--- src/rtl/aer_layer_fifo.sv ---
// aer_layer_fifo
//   Buffers AER event words between two network layers. Upstream events are
//   registered once, then written into a DEPTH x DATA_W register array; when
//   the array is full and no pop frees a slot in that same cycle, the event is
//   dropped and counted. Downstream pulls one event per level-held read_req
//   through a one-hot read FSM (S_FREE -> S_REQ -> S_POP -> S_VALID).
//
// Ports
//   work_clk         in   clock, rising edge
//   rst_n            in   asynchronous active-low reset
//   aer_data_i       in   event address from upstream layer
//   spike_emit_flag  in   aer_data_i valid this cycle
//   read_req         in   downstream request for one event (level-held)
//   aer_data_o       out  last popped event, held between pops
//   aer_data_o_flag  out  one-cycle strobe: aer_data_o is new
//   fifo_empty       out  occupancy == 0
//   fifo_full        out  occupancy == DEPTH
//   fifo_level       out  occupancy, 0..DEPTH
//   overflow_sticky  out  set once any event has been dropped
//   spike_cnt        out  delivered-event count, wrapping (only with
//                         AER_FIFO_SPIKE_CNT_EN defined)
//   drop_cnt         out  dropped-event count, saturating at 0xFFFF
//
// Build option
//   AER_FIFO_SPIKE_CNT_EN : adds the spike_cnt port and its counter.

module aer_layer_fifo #(
   parameter int unsigned DATA_W = 12,
   parameter int unsigned DEPTH  = 16,
   parameter int unsigned AW     = $clog2(DEPTH)
) (
   input  logic              work_clk,
   input  logic              rst_n,
   input  logic [DATA_W-1:0] aer_data_i,
   input  logic              spike_emit_flag,
   input  logic              read_req,
   output logic [DATA_W-1:0] aer_data_o,
   output logic              aer_data_o_flag,
   output logic              fifo_empty,
   output logic              fifo_full,
   output logic [AW:0]       fifo_level,
   output logic              overflow_sticky,
`ifdef AER_FIFO_SPIKE_CNT_EN
   output logic [15:0]       spike_cnt,
`endif
   output logic [15:0]       drop_cnt
);

   localparam logic [AW:0] FULL_LEVEL = (AW+1)'(DEPTH);

   typedef enum logic [3:0] {
      S_FREE  = 4'b0001,
      S_REQ   = 4'b0010,
      S_POP   = 4'b0100,
      S_VALID = 4'b1000
   } rd_state_t;

   rd_state_t         state;
   logic              wr_q;
   logic [DATA_W-1:0] data_q;
   logic [DATA_W-1:0] mem [DEPTH];
   logic [AW-1:0]     wr_ptr;
   logic [AW-1:0]     rd_ptr;
   logic              pop;
   logic              push;
   logic              drop;

   assign fifo_empty = (fifo_level == '0);
   assign fifo_full  = (fifo_level == FULL_LEVEL);

   // S_POP is only entered with the FIFO non-empty, and nothing else can
   // lower the level, so a pop never underflows.
   assign pop  = (state == S_POP);
   // A pop in the same cycle frees the slot a full FIFO needs.
   assign push = wr_q && (!fifo_full || pop);
   assign drop = wr_q && fifo_full && !pop;

   // Input register stage.
   always_ff @(posedge work_clk or negedge rst_n) begin
      if (!rst_n) begin
         wr_q   <= 1'b0;
         data_q <= '0;
      end else begin
         wr_q   <= spike_emit_flag;
         data_q <= aer_data_i;
      end
   end

   // Storage array, intentionally not reset.
   always_ff @(posedge work_clk) begin
      if (push) begin
         mem[wr_ptr] <= data_q;
      end
   end

   // Pointers, occupancy and overflow accounting.
   always_ff @(posedge work_clk or negedge rst_n) begin
      if (!rst_n) begin
         wr_ptr          <= '0;
         rd_ptr          <= '0;
         fifo_level      <= '0;
         drop_cnt        <= '0;
         overflow_sticky <= 1'b0;
      end else begin
         if (push) wr_ptr <= wr_ptr + 1'b1;
         if (pop)  rd_ptr <= rd_ptr + 1'b1;
         case ({push, pop})
            2'b10:   fifo_level <= fifo_level + 1'b1;
            2'b01:   fifo_level <= fifo_level - 1'b1;
            default: fifo_level <= fifo_level;
         endcase
         if (drop) begin
            overflow_sticky <= 1'b1;
            if (drop_cnt != '1) drop_cnt <= drop_cnt + 16'd1;
         end
      end
   end

   // Read FSM with registered data and strobe; the strobe is high exactly
   // while the FSM sits in S_VALID.
   always_ff @(posedge work_clk or negedge rst_n) begin
      if (!rst_n) begin
         state           <= S_FREE;
         aer_data_o      <= '0;
         aer_data_o_flag <= 1'b0;
      end else begin
         aer_data_o_flag <= 1'b0;
         case (state)
            S_FREE: begin
               if (read_req) state <= S_REQ;
            end
            S_REQ: begin
               if (!read_req)       state <= S_FREE;
               else if (!fifo_empty) state <= S_POP;
            end
            S_POP: begin
               aer_data_o      <= mem[rd_ptr];
               aer_data_o_flag <= 1'b1;
               state           <= S_VALID;
            end
            S_VALID: begin
               state <= S_FREE;
            end
            default: begin
               state <= S_FREE;
            end
         endcase
      end
   end

`ifdef AER_FIFO_SPIKE_CNT_EN
   always_ff @(posedge work_clk or negedge rst_n) begin
      if (!rst_n) begin
         spike_cnt <= '0;
      end else if (aer_data_o_flag) begin
         spike_cnt <= spike_cnt + 16'd1;
      end
   end
`endif

endmodule

--- config.mk ---
export PLATFORM = sky130hd
export DESIGN_NAME = aer_layer_fifo
export DESIGN_NICKNAME = d
export VERILOG_FILES = /design/src/rtl/aer_layer_fifo.sv
export SDC_FILE = /design/constraint.sdc
export NUM_CORES = 1
export LEC_CHECK = 0
export ABC_CLOCK_PERIOD_IN_PS = 3900
export CAP_MARGIN = 5
export CORE_AREA = 8 8 183 202
export CTS_CLUSTER_SIZE = 28
export DETAILED_ROUTE_END_ITERATION = 8
export DIE_AREA = 0 0 191 210
export PLACE_DENSITY = 0.41
export SYNTH_ARGS = -nofsm -noshare
export SYNTH_HDL_FRONTEND = slang
export SYNTH_SLANG_ARGS = --single-unit
--- constraint.sdc ---
create_clock -name work_clk -period 3.9 [get_ports work_clk]
set_input_delay 0.975 -clock work_clk [delete_from_list [all_inputs] [get_ports work_clk]]
set_output_delay 0.975 -clock work_clk [all_outputs]
set_load 0.05 [all_outputs]
==> results.sh <==
export IMPL_yosys_area_top_type_share=0.583
export IMPL_tritoncts="done"
export IMPL_insertion_delay_ns=0.53
export IMPL_rsz0062_at_grt="no"
export IMPL_postCtsSetupBuffers=0
export IMPL_grt_pass1_wl_mm=35.7
export IMPL_wl_per_cell_um=22.2
export IMPL_final_setup_skew_ns=0.00738
export IMPL_antenna_found_initial=0
export IMPL_syn_nets=547
export IMPL_status="complete, no violations"
export IMPL_num_antenna_cells=0
export IMPL_critPathLaunchType="register"
export IMPL_synthCells=521
export IMPL_required_ns=2.92
export IMPL_reg2reg_to="mem[3][9]"
export IMPL_r2r_start="state[1]"
export IMPL_syn_avg_cell_area_um2=19.0
export IMPL_synth_edf_count=192
export IMPL_worstSetupPathType="register to primary output"
export IMPL_cp_top_family="buffers and inverters"
export IMPL_grt_usage=0.118
export IMPL_slew_headroom=0.381
export IMPL_crit_path_end_kind="primary output"
export IMPL_drt_pass1_iterations=6
export IMPL_cpPeakStageDelay_ns=0.84
export IMPL_setup_viol=0
export IMPL_cts_htree_levels=1
export IMPL_die_area_um2=40100
export IMPL_initial_core_util=0.294
export IMPL_whs_ns=0.470
export IMPL_cts_hold_buf=0
export IMPL_period_needed_ns=3.57
export IMPL_power_density_nw_per_um2=650
export IMPL_areaGrowthSynthToFinish_pct=20.9
export IMPL_arrival_ns=2.60
export IMPL_grt_max_degree=61
export IMPL_dp_final_hpwl_mm=14.9
export IMPL_drtAntennaViolNets=0
export IMPL_cts_buffer_depth=3
export IMPL_r2r_slack_ns=1.05
export IMPL_min_path_type="register to register"
export IMPL_cts_root_buf="clkbuf_16"
export IMPL_rr_worst_depth=5
export IMPL_cap_violations=0
export IMPL_cp_slowest_cell="clkdlybuf4s50_1"
export IMPL_synthTopCellsByArea="edfxtp_1, dfrtp_1, mux4_2"
export IMPL_coreArea_um2=33700
export IMPL_drc=0
export IMPL_cp_num_buf_inv=1
export IMPL_ir_drop_mv=0.432
export IMPL_routed_wl_mm=23.6
export IMPL_viasPerCell=4.74
export IMPL_yosysSeqAreaShare=0.735
export IMPL_cts_sinks=252
export IMPL_fin_nets=628
export IMPL_num_io_pins=53
export IMPL_die_width_um=191
export IMPL_p_leak_uw=0.00410
export IMPL_cp_depth=3
export IMPL_crit_chain="or4_4 -> nor2_1 -> clkdlybuf4s50_1"
export IMPL_fin_crit_sh=0.917
export IMPL_fp_row_count=71
export IMPL_tightest_slew_ns=0.929
export IMPL_dr_first_iter_drc_count=294
export IMPL_drive_above_1_share=0.212
export IMPL_timing_hold_violations_final=0
export IMPL_fmax_ghz=0.280
export IMPL_synth_main_ff_cell="edfxtp_1"
export IMPL_synthDistinctLibCells=46
export IMPL_gp_congestion=0.738
export IMPL_cp_endpoint="fifo_empty"
export IMPL_yosys_warnings=0
export IMPL_ys_ff_latch=252
export IMPL_startpoint="fifo_level[0]"
export IMPL_fin_tns_setup_ns=0
export IMPL_globalRouteOverflowTotal=0
export IMPL_dieHeight_um=210
export IMPL_synthArstFlopShare=0.238
export IMPL_yosysTopAreaCell="edfxtp_1"
export IMPL_synth_area_um2=9890
export IMPL_cp_max_fo=6
export IMPL_numCtsBuffers=28
export IMPL_cts_clk_slew_worst_paths_ns=0.06
export IMPL_vias=5034
export IMPL_port_buffers=52
export IMPL_maxSlewViolCount=0
export IMPL_grt_pass1_vias=5487
export IMPL_cts_resized_gates=0
==> sequential cells by signal, summed over array words and instances, names as in the netlist <==
name,count
wr_q,1
data_q,12
aer_data_o,12
mem,192
rd_ptr,4
aer_data_o_flag,1
drop_cnt,16
wr_ptr,4
fifo_level,5
state,4
overflow_sticky,1
==> cells by family after synthesis <==
family / count (synthesis) / share of synthesized area
fa+ha+maj: 10 / 0.0134
mux: 78 / 0.138
xor+xnor: 24 / 0.0213
simple gates: 90 / 0.0536
compound gates: 35 / 0.0248
buf+inv: 32 / 0.0140
flops: 252 / 0.735
==> cell type report <==
| type | instances | area, µm² |
|---|---|---|
| Clock buffer | 45 | 836 |
| Clock inverter | 7 | 56.3 |
| Fill cell | 3120 | 21700 |
| Inverter | 9 | 33.8 |
| Multi-Input combinational cell | 237 | 2500 |
| Sequential cell | 252 | 7270 |
| Tap cell | 438 | 548 |
| Timing Repair Buffer | 74 | 708 |
==> worst min-delay path by stage <==
stage | start | endpoint | slack, ns | cells past startpoint
global placement | overflow_sticky | overflow_sticky | 0.45 | 1
floorplan | state[3] | state[1] | 0.44 | 1
CTS | overflow_sticky | overflow_sticky | 0.48 | 1
finish | overflow_sticky | overflow_sticky | 0.47 | 1
global route | overflow_sticky | overflow_sticky | 0.52 | 1
detailed placement | overflow_sticky | overflow_sticky | 0.46 | 1
==> layer usage <==
metal,global-route usage,wire [µm]
met2,0.199,11600
met4,0.0289,456
met5,0,0
met1,0.156,10300
met3,0.0217,1220
==> through the flow <==
stage          setup WS [ns]  area (µm²)  utilization  power (µW)  std cells
6_report               0.325       12000        0.355        7780       1062
5_1_grt                0.214       12000        0.355        8150       1062
4_1_cts                0.283       12000        0.355        7920       1062
3_5_place_dp           0.867       11100        0.329        5360       1010
3_3_place_gp           0.893       11100        0.329        5320       1010
2_1_floorplan          0.985        9890            -        4660        521
==> worst register-to-register path: stages, from the launching register on <==
cell and delay, ns:
dfrtp_1 0.40, or4b_1 0.57, a31oi_2 0.44, nand2_1 0.26, nor3_2 0.58, buf_4 0.30
==> synth_stat cells (3+ instances only) <==
cell type and count:
a21oi_1 4, a2bb2oi_1 11, buf_1 7, buf_2 9, clkbuf_1 6, dfrtp_1 59
edfxtp_1 192, ha_1 9, inv_1 8, mux2_2 6, mux2i_1 26, mux4_2 46
nand2_1 17, nand2b_1 6, nand3_1 6, nand4_1 9, nor2_1 21, nor3_1 9
nor3_2 3, nor4_1 4, o21ai_0 12, xnor2_1 10, xor2_1 14
==> layout by cell type (no fill, tap or decap), types with 6 or more instances in the layout <==
cell type          n
clkdlybuf4s50_1   51
buf_4             21
nand2_1           17
nand4_1            9
nor3_2             7
a2bb2oi_1         11
edfxtp_1         192
inv_1              8
clkbuf_16         29
o21ai_0           12
clkbuf_1          11
mux4_2            46
nand2b_1           6
mux2i_1           26
nand3_1            6
nor2_1            21
mux2_2             6
dfrtp_1           56
xnor2_1           10
xor2_1            14
ha_1               9
==> power breakdown <==
group	total [µW]	internal (µW)	switching [µW]	leakage (µW)
Clock	2520	1520	1000	0.000437
Combinational	1680	737	948	0.00116
Sequential	3570	3230	335	0.00250
Power figures use the tool's default switching activity.
